`config.mk`:
```
export PLATFORM = sky130hd
export DESIGN_NAME = bg_scene_sequencer
export DESIGN_NICKNAME = d
export VERILOG_FILES = /design/src/rtl/bg_scene_sequencer.sv
export SDC_FILE = /design/constraint.sdc
export NUM_CORES = 1
export LEC_CHECK = 0
export ABC_AREA = 1
export BUFFER_PORTS_ARGS = -buffer_cell sky130_fd_sc_hd__buf_2
export CAP_MARGIN = 20
export CELL_PAD_IN_SITES_DETAIL_PLACEMENT = 0
export CELL_PAD_IN_SITES_GLOBAL_PLACEMENT = 2
export CORE_MARGIN = 2
export CORE_UTILIZATION = 33
export DETAILED_ROUTE_END_ITERATION = 6
export PLACE_DENSITY_LB_ADDON = 0.3
export SLEW_MARGIN = 5
export SYNTH_ARGS = -nofsm -noshare
export SYNTH_HDL_FRONTEND = slang
export SYNTH_SLANG_ARGS = --single-unit
```
`constraint.sdc`:
```
create_clock -name clk -period 6.9 [get_ports clk]
set_input_delay 1.035 -clock clk [delete_from_list [all_inputs] [get_ports clk]]
set_output_delay 1.035 -clock clk [all_outputs]
set_load 0.01 [all_outputs]
```
`src/rtl/bg_scene_sequencer.sv`:
```
// rtl/bg_scene_sequencer.sv - scene sequencer for scrolling background generators
// Selects the active generator, runs fade-out/fade-in transitions and registers the faded pixel.
module bg_scene_sequencer #(
    parameter int NUM_BG      = 4,
    parameter int H_RES       = 1024,
    parameter int V_RES       = 768,
    parameter int FADE_FRAMES = 4
) (
    input  logic                  clk,
    input  logic                  rst_n,
    input  logic                  vsync,
    input  logic                  video_active,
    input  logic [6*NUM_BG-1:0]   bg_rgb_in,
    input  logic                  cfg_auto,
    input  logic [7:0]            cfg_hold_frames,
    input  logic [2:0]            cfg_speed_x,
    input  logic [2:0]            cfg_speed_y,
    input  logic                  sel_req,
    input  logic [1:0]            sel_id,
    output logic                  sel_ack,
    output logic [NUM_BG-1:0]     bg_en,
    output logic [1:0]            cur_bg,
    output logic                  busy,
    output logic [10:0]           scroll_x,
    output logic [10:0]           scroll_y,
    output logic [1:0]            R,
    output logic [1:0]            G,
    output logic [1:0]            B
);

    localparam int FW = (FADE_FRAMES > 1) ? $clog2(FADE_FRAMES) : 1;

    typedef enum logic [1:0] {SHOW, FADE_OUT, SWITCH, FADE_IN} state_t;

    state_t        state, state_nxt;
    logic          vsync_d;
    logic          tick;
    logic [1:0]    next_bg, next_bg_nxt;
    logic [1:0]    level, level_nxt;
    logic [FW-1:0] fade_cnt, fade_cnt_nxt;
    logic [7:0]    hold_cnt, hold_cnt_nxt;
    logic          req_ok, fade_last;
    logic [1:0]    bg_inc;
    logic [11:0]   sum_x, sum_y;
    logic [5:0]    src, rgb_q;

    assign tick      = vsync & ~vsync_d;
    assign req_ok    = sel_req && ({1'b0, sel_id} < 3'(NUM_BG));
    assign fade_last = (fade_cnt == FW'(FADE_FRAMES - 1));
    assign bg_inc    = (cur_bg == 2'(NUM_BG - 1)) ? 2'd0 : cur_bg + 2'd1;
    assign busy      = (state != SHOW);

    always_comb begin
        state_nxt    = state;
        next_bg_nxt  = next_bg;
        level_nxt    = level;
        fade_cnt_nxt = fade_cnt;
        hold_cnt_nxt = hold_cnt;
        sel_ack      = 1'b0;
        case (state)
            SHOW: begin
                fade_cnt_nxt = '0;
                if (tick)
                    hold_cnt_nxt = hold_cnt + 8'd1;
                // A manual request takes priority over an auto expiry in the same cycle.
                if (req_ok) begin
                    sel_ack = 1'b1;
                    if (sel_id == cur_bg) begin
                        hold_cnt_nxt = '0;
                    end else begin
                        next_bg_nxt = sel_id;
                        state_nxt   = FADE_OUT;
                    end
                end else if (cfg_auto && (cfg_hold_frames != 8'd0) && tick &&
                             (hold_cnt + 8'd1 == cfg_hold_frames)) begin
                    next_bg_nxt = bg_inc;
                    state_nxt   = FADE_OUT;
                end
            end
            FADE_OUT: begin
                if (tick) begin
                    if (fade_last) begin
                        fade_cnt_nxt = '0;
                        if (level == 2'd3)
                            state_nxt = SWITCH;
                        else
                            level_nxt = level + 2'd1;
                    end else begin
                        fade_cnt_nxt = fade_cnt + FW'(1);
                    end
                end
            end
            SWITCH: begin
                hold_cnt_nxt = '0;
                fade_cnt_nxt = '0;
                state_nxt    = FADE_IN;
            end
            default: begin
                if (level == 2'd0) begin
                    state_nxt = SHOW;
                end else if (tick) begin
                    if (fade_last) begin
                        fade_cnt_nxt = '0;
                        level_nxt    = level - 2'd1;
                        if (level == 2'd1)
                            state_nxt = SHOW;
                    end else begin
                        fade_cnt_nxt = fade_cnt + FW'(1);
                    end
                end
            end
        endcase
    end

    always_ff @(posedge clk or negedge rst_n) begin
        if (!rst_n) begin
            state    <= SHOW;
            vsync_d  <= 1'b0;
            next_bg  <= '0;
            level    <= '0;
            fade_cnt <= '0;
            hold_cnt <= '0;
            cur_bg   <= '0;
            bg_en    <= NUM_BG'(1);
        end else begin
            state    <= state_nxt;
            vsync_d  <= vsync;
            next_bg  <= next_bg_nxt;
            level    <= level_nxt;
            fade_cnt <= fade_cnt_nxt;
            hold_cnt <= hold_cnt_nxt;
            if (state == SWITCH) begin
                cur_bg <= next_bg;
                bg_en  <= NUM_BG'(1) << next_bg;
            end
        end
    end

    // Wrap by subtraction so non-power-of-two resolutions stay exact.
    assign sum_x = {1'b0, scroll_x} + 12'(cfg_speed_x);
    assign sum_y = {1'b0, scroll_y} + 12'(cfg_speed_y);

    always_ff @(posedge clk or negedge rst_n) begin
        if (!rst_n) begin
            scroll_x <= '0;
            scroll_y <= '0;
        end else if (state == SWITCH) begin
            scroll_x <= '0;
            scroll_y <= '0;
        end else if (tick) begin
            scroll_x <= (sum_x >= 12'(H_RES)) ? 11'(sum_x - 12'(H_RES)) : 11'(sum_x);
            scroll_y <= (sum_y >= 12'(V_RES)) ? 11'(sum_y - 12'(V_RES)) : 11'(sum_y);
        end
    end

    function automatic logic [1:0] fade_ch(input logic [1:0] c, input logic [1:0] l);
        return (c > l) ? c - l : 2'd0;
    endfunction

    always_comb begin
        src = '0;
        for (int k = 0; k < NUM_BG; k++)
            if (cur_bg == 2'(k))
                src = bg_rgb_in[6*k +: 6];
    end

    always_ff @(posedge clk or negedge rst_n) begin
        if (!rst_n)
            rgb_q <= '0;
        else if (!video_active)
            rgb_q <= '0;
        else
            rgb_q <= {fade_ch(src[5:4], level), fade_ch(src[3:2], level), fade_ch(src[1:0], level)};
    end

    assign R = rgb_q[5:4];
    assign G = rgb_q[3:2];
    assign B = rgb_q[1:0];

endmodule
```
=== Word level (Yosys, flattened, before mapping) ===
Cells that the tools add are included.

* Bitwise operators: 3
* Reductions and logical operators: 19
* Shift-type cells: 1
* Muxes and demuxes: 46
* Eq/ne operators: 19
* Order comparisons: 5
* $add $sub $neg: 12

{| class="wikitable"
|+ Operators by type and width
! cell !! count
|-
| 11-bit 2-to-1 mux || 6
|-
| 2-bit 2-to-1 mux || 26
|-
| 6-bit 2-to-1 mux || 5
|-
| 11-bit by 3-bit adder with 12-bit output || 2
|-
| 8-bit 2-to-1 mux || 3
|-
| 8-bit case mux with 2 select lines || 1
|-
| 12-bit by 10-bit >= comparator with 1-bit output, second input constant || 1
|-
| 12-bit by 11-bit >= comparator with 1-bit output, second input constant || 1
|-
| 11-bit by 10-bit subtractor with 11-bit output, second input constant || 1
|-
| 11-bit subtractor, second input constant || 1
|-
| 2-bit equality test, second input constant || 5
|-
| 2-bit inequality test, second input constant || 5
|-
| 2-bit nonzero test || 5
|-
| 8-bit by 1-bit adder with 8-bit output, second input constant || 1
|-
| 8-bit equality test || 1
|-
| 2-bit case mux with 2 select lines || 2
|-
| 8-bit AND reduction || 1
|-
| 4-bit nonzero test || 2
|-
| 8-bit nonzero test || 1
|-
| 2-bit by 1-bit adder with 2-bit output, second input constant || 3
|-
| 2-bit by 1-bit equality test with 1-bit output, second input constant || 3
|-
| 2-bit greater-than comparator || 3
|-
| 2-bit logical NOT || 3
|-
| 3-bit inequality test, second input constant || 2
|-
| 15 further kinds || 21
|}

* Register bits after elaboration: 51
* Logic and storage cells: 116
* Output and inout port bits: 36
* Bits of input ports: 46

=== Longest topological paths before layout ===
* Depth after elaboration: 8
* Mapped depth: 16

=== Worst setup path before layout ===
OpenSTA, ideal clock, no wires.

* Path kind: input -> register
* Start point: input cfg_speed_y[0]
* End point: register scroll_y[9]
* Path slack: 4083 ps
* Stages: 15
* Library setup time: 131 ps
* Buffers on the path: 0
* Arrival time: 2687 ps
* Cells stage by stage: ha_1 fa_1 nand2_1 inv_1 o21ai_1 nor2_1 nand3_1 nand2_1 nand2_1 inv_1 ha_1 inv_1 nand3_1 nand3_1 o211ai_1

* Longest elaborated chain between the ends: 5
* Elaborated cells between the ends (all ways): 6
* Those cells by class: add/sub (2); order compare (1); mux (3)

{| class="wikitable"
|+ Ends and longest elaborated chain
! what !! RTL line !! text
|-
| start: declaration || 17 || <nowiki>input logic [2:0] cfg_speed_y,</nowiki>
|-
| 11-bit by 3-bit adder with 12-bit output (*) || 141 || <nowiki>assign sum_y = {1'b0, scroll_y} + 12'(cfg_speed_y);</nowiki>
|-
| 11-bit by 10-bit subtractor with 11-bit output / 12-bit by 10-bit >= comparator with 1-bit output (equally long branches) || 152 || <nowiki>scroll_y <= (sum_y >= 12'(V_RES)) ? 11'(sum_y - 12'(V_RES)) : 11'(sum_y);</nowiki>
|-
| 11-bit 2-to-1 mux (*) || 152 ||
|-
| 11-bit 2-to-1 mux (*) || 150 || <nowiki>end else if (tick) begin</nowiki>
|-
| 11-bit 2-to-1 mux (*) || 147 || <nowiki>end else if (state == SWITCH) begin</nowiki>
|-
| end signal: assignment || 152 ||
|-
| end: declaration || 25 || <nowiki>output logic [10:0] scroll_y,</nowiki>
|}

Mark *: on every way between the ends. The rest lies on a longest branch, timed or not. The select of a mux whose other input is x is not followed.
A chain may end at the register's enable or synchronous reset.

=== Final worst setup path ===
* Start point: input cfg_speed_y[0]
* End point: register scroll_y[8]

The elaborated chain is that of the path after synthesis.

==> flow_metrics.env <==
export IMPL_report_final_hold_viol_count=0
export IMPL_synthMuxAreaShare_pct=0.301
export IMPL_path_class="in -> reg"
export IMPL_synth_top_area_share_pct=37.6
export IMPL_fin_area_sq_mm=0.00398
export IMPL_place_congestion=0.765
export IMPL_cts_setup_buffers=0
export IMPL_dr_pass1_iters=4
export IMPL_relSlewSlack_pct=36.3
export IMPL_slew_viol_final=0
export IMPL_fin_crit_sh_pct=41.0
export IMPL_drcViolationCount=0
export IMPL_clk_latency_ps=320
export IMPL_grt_max_degree=52
export IMPL_nFillCells=1043
export IMPL_power_frac_clock_pct=14.4
export IMPL_syn_area_per_cell_sq_um=7.97
export IMPL_grt_antenna_before_repair=0
export IMPL_slowest_stage="fa_1"
export IMPL_ctsHoldBuffers=0
export IMPL_final_nets=576
export IMPL_h_tree_depth=2
export IMPL_timing_fmax_ghz=0.353
export IMPL_synth_warnings=0
export IMPL_crit_chain="buf_2 -> ha_1 -> fa_1 -> nand2_1 -> inv_1 -> o21ai_1 -> nor2_1 -> nand3_1 -> nand2_1 -> nand2_1 -> inv_1 -> ha_1 -> inv_1 -> nand3_1 -> nand2_1 -> nand3_1 -> o21ai_0"
export IMPL_die_h_um=104
export IMPL_syn_to_final_growth_pct=19.4
export IMPL_end_kind="flop"
export IMPL_avgRoutedWirePerCell_um=13.1
export IMPL_ff2ff_path_depth=6
export IMPL_root_buffer="clkbuf_8"
export IMPL_hold_path_startpoint="bg_en[3]$_DFFE_PN0P_"
export IMPL_register_area_sq_mm=0.00128
export IMPL_layout_commonest_cell="nand2_1"
export IMPL_dieArea_sq_mm=0.0109
export IMPL_synth_seq_cells=51
export IMPL_synth_edf_count=0
export IMPL_cts_tree="yes"
export IMPL_hold_path_class="reg -> reg"
export IMPL_r2r_start="state[0]$_DFFE_PN0P_"
export IMPL_power_density_mw_per_mm2=342
export IMPL_vias=3097
export IMPL_skew_ps=15.1
export IMPL_track_usage_pct=15.9
export IMPL_grt_setup_unrepaired="false"
export IMPL_status="finished clean"
export IMPL_synth_cell_types=42
export IMPL_port_buffers=81
export IMPL_io_pins=82
export IMPL_place_hpwl_um=6340
export IMPL_path_common_cell="nand2_1"
export IMPL_p_int_w=0.000744
export IMPL_fin_tns_setup_ps=0
export IMPL_start_util_pct=34.1
export IMPL_synth_compound_area_share_pct=13.6
export IMPL_syn_area_sq_mm=0.00333
export IMPL_p_leak_nw=2.05
export IMPL_crit_arrival_ps=3080
export IMPL_cap_violations=0
export IMPL_finalCriticalPeriod_ps=2830
export IMPL_row_count=36
export IMPL_final_cell_mix="nand2_1 (89), buf_2 (81), inv_1 (51), dfrtp_1 (50), nor2_1 (40)"
export IMPL_synthesis_nets=494
export IMPL_synthFlopType="dfrtp_1"
export IMPL_async_reset_ff_share_pct=100
export IMPL_drtIter0Drc=126
export IMPL_crit_required_ps=7150
export IMPL_multi_input_area_sq_mm=0.00183
export IMPL_worst_slew_pin_slew_ps=945
export IMPL_yosysTopAreaCell="dfrtp_1"
export IMPL_layout_drive_gt1_share_pct=20.2
export IMPL_ff2ff_setup_slack_ps=4270
export IMPL_slowest_delay_ps=400
export IMPL_overflow=0
export IMPL_cts_buffers=5
export IMPL_seq_power_share_pct=35.4
export IMPL_setup_viol=0
export IMPL_vias_per_cell=4.88
export IMPL_ir_drop_v=0.000165
export IMPL_synthAdderAreaFrac_pct=12.4
export IMPL_diodes=0
export IMPL_synth_area_leaders="dfrtp_1 (38%), nand2_1 (10%), ha_1 (9.4%)"
export IMPL_cts_buffer_depth=2
export IMPL_yosys_area_share_simple_pct=26.1
export IMPL_grt_pass1_vias=3050
export IMPL_wl_um=8340
export IMPL_power_switching_w=0.000616
export IMPL_grt_pass1_wl_um=14200
export IMPL_coreArea_sq_mm=0.00977
export IMPL_switching_share_pct=45.3
export IMPL_cp_max_fo=4
export IMPL_startpoint_type="primary input"
export IMPL_combPwrFrac_pct=50.2
export IMPL_placed_area_sq_mm=0.00388
export IMPL_synthCells=418
export IMPL_detail_route_antenna_nets=0
export IMPL_yosysSeqAreaShare_pct=38.4
export IMPL_min_path_cells=2
export IMPL_die_w_um=104
export IMPL_cts_resized=0
export IMPL_clkTransAtPathRegs_ps=110
export IMPL_synth_top_family_by_area="simple AND/OR/NAND/NOR gates"
export IMPL_synthXorXnorAreaFrac_pct=2.59
export IMPL_crit_start="cfg_speed_y[0]"
export IMPL_clock_sinks=51
==> synth_stat cells, drive strengths merged, types with 2 or more instances <==
| master | count |
|---|---|
| a2111oi | 3 |
| a211oi | 5 |
| a21oi | 16 |
| a22o | 4 |
| a22oi | 4 |
| a31oi | 2 |
| buf | 2 |
| clkbuf | 5 |
| dfrtp | 50 |
| fa | 5 |
| ha | 25 |
| inv | 51 |
| nand2 | 92 |
| nand3 | 30 |
| nand3b | 3 |
| nand4 | 12 |
| nor2 | 42 |
| nor3 | 13 |
| o21ai | 29 |
| o21bai | 2 |
| or2 | 2 |
| xnor2 | 2 |
| xor2 | 7 |
==> registers in the layout, indices dropped and copies added (netlist names) <==
signal and cells:
scroll_x 11, scroll_y 11, hold_cnt 8, rgb_q 6, bg_en 4, cur_bg 2
fade_cnt 2, level 2, next_bg 2, state 2, vsync_d 1
==> critical path: cells and delay by family <==
kind | cells | cell delay (ps)
compound gates | 2 | 260
simple gates | 8 | 680
fa+ha+maj | 3 | 780
buf+inv | 4 | 320
==> routing by layer <==
layer	GRT usage, %	up-vias	routed length (um)
li1	-	1565	-
met1	22.1	1446	4080
met2	24.9	77	3710
met3	3.45	9	430
met4	4.73	0	114
met5	0	-	0
==> cells by family (layout without fill, tap and decap cells) <==
| logic type | Yosys count | count (layout) |
|---|---|---|
| adder cells (fa/ha/maj) | 30 | 30 |
| multiplexers | 1 | 1 |
| flip-flops | 51 | 51 |
| XOR/XNOR | 9 | 9 |
| buffers and inverters | 58 | 141 |
| AND/OR/NAND/NOR | 196 | 196 |
| AO/OA/AOI/OAI | 73 | 73 |
==> power groups by stage <==
| stage | Combinational [W] | Sequential, W | Clock [W] |
|---|---|---|---|
| finish | 0.000683 | 0.000482 | 0.000196 |
| global route | 0.000800 | 0.000499 | 0.000216 |
| CTS | 0.000693 | 0.000483 | 0.000203 |
| detailed placement | 0.000688 | 0.000489 | 0 |
| global placement | 0.000685 | 0.000488 | 0 |
| floorplan | 0.000476 | 0.000487 | 0 |
==> metrics by stage <==
step           power, W  instances  utilization [%]  hold slack [ps]  setup slack [ps]
2_1_floorplan  0.000963        418                -              466              4080
3_3_place_gp    0.00117        626             39.7              465              3850
3_5_place_dp    0.00118        626             39.7              476              3720
4_1_cts         0.00138        634             40.7              503              4060
5_1_grt         0.00152        634             40.7              526              3800
6_report        0.00136        634             40.7              498              4070
==> path summary, 6_finish.rpt <==
kind	to
setup reg to reg	hold_cnt[4]$_DFFE_PN0N_
setup / recovery	scroll_y[8]$_DFFE_PN0P_
hold / removal	bg_en[3]$_DFFE_PN0P_
max in group asynchronous	rgb_q[4]$_DFF_PN0_
hold reg to reg	bg_en[3]$_DFFE_PN0P_
min in group asynchronous	hold_cnt[4]$_DFFE_PN0N_
==> cell type report <==
cell class	count	area share [%]
Timing Repair Buffer	82	10.4
Tap cell	133	4.18
Clock inverter	2	0.409
Sequential cell	51	32.1
Multi-Input combinational cell	309	46.0
Inverter	51	4.81
Clock buffer	6	2.08
Note: power is estimated with default switching activity, not from simulation.
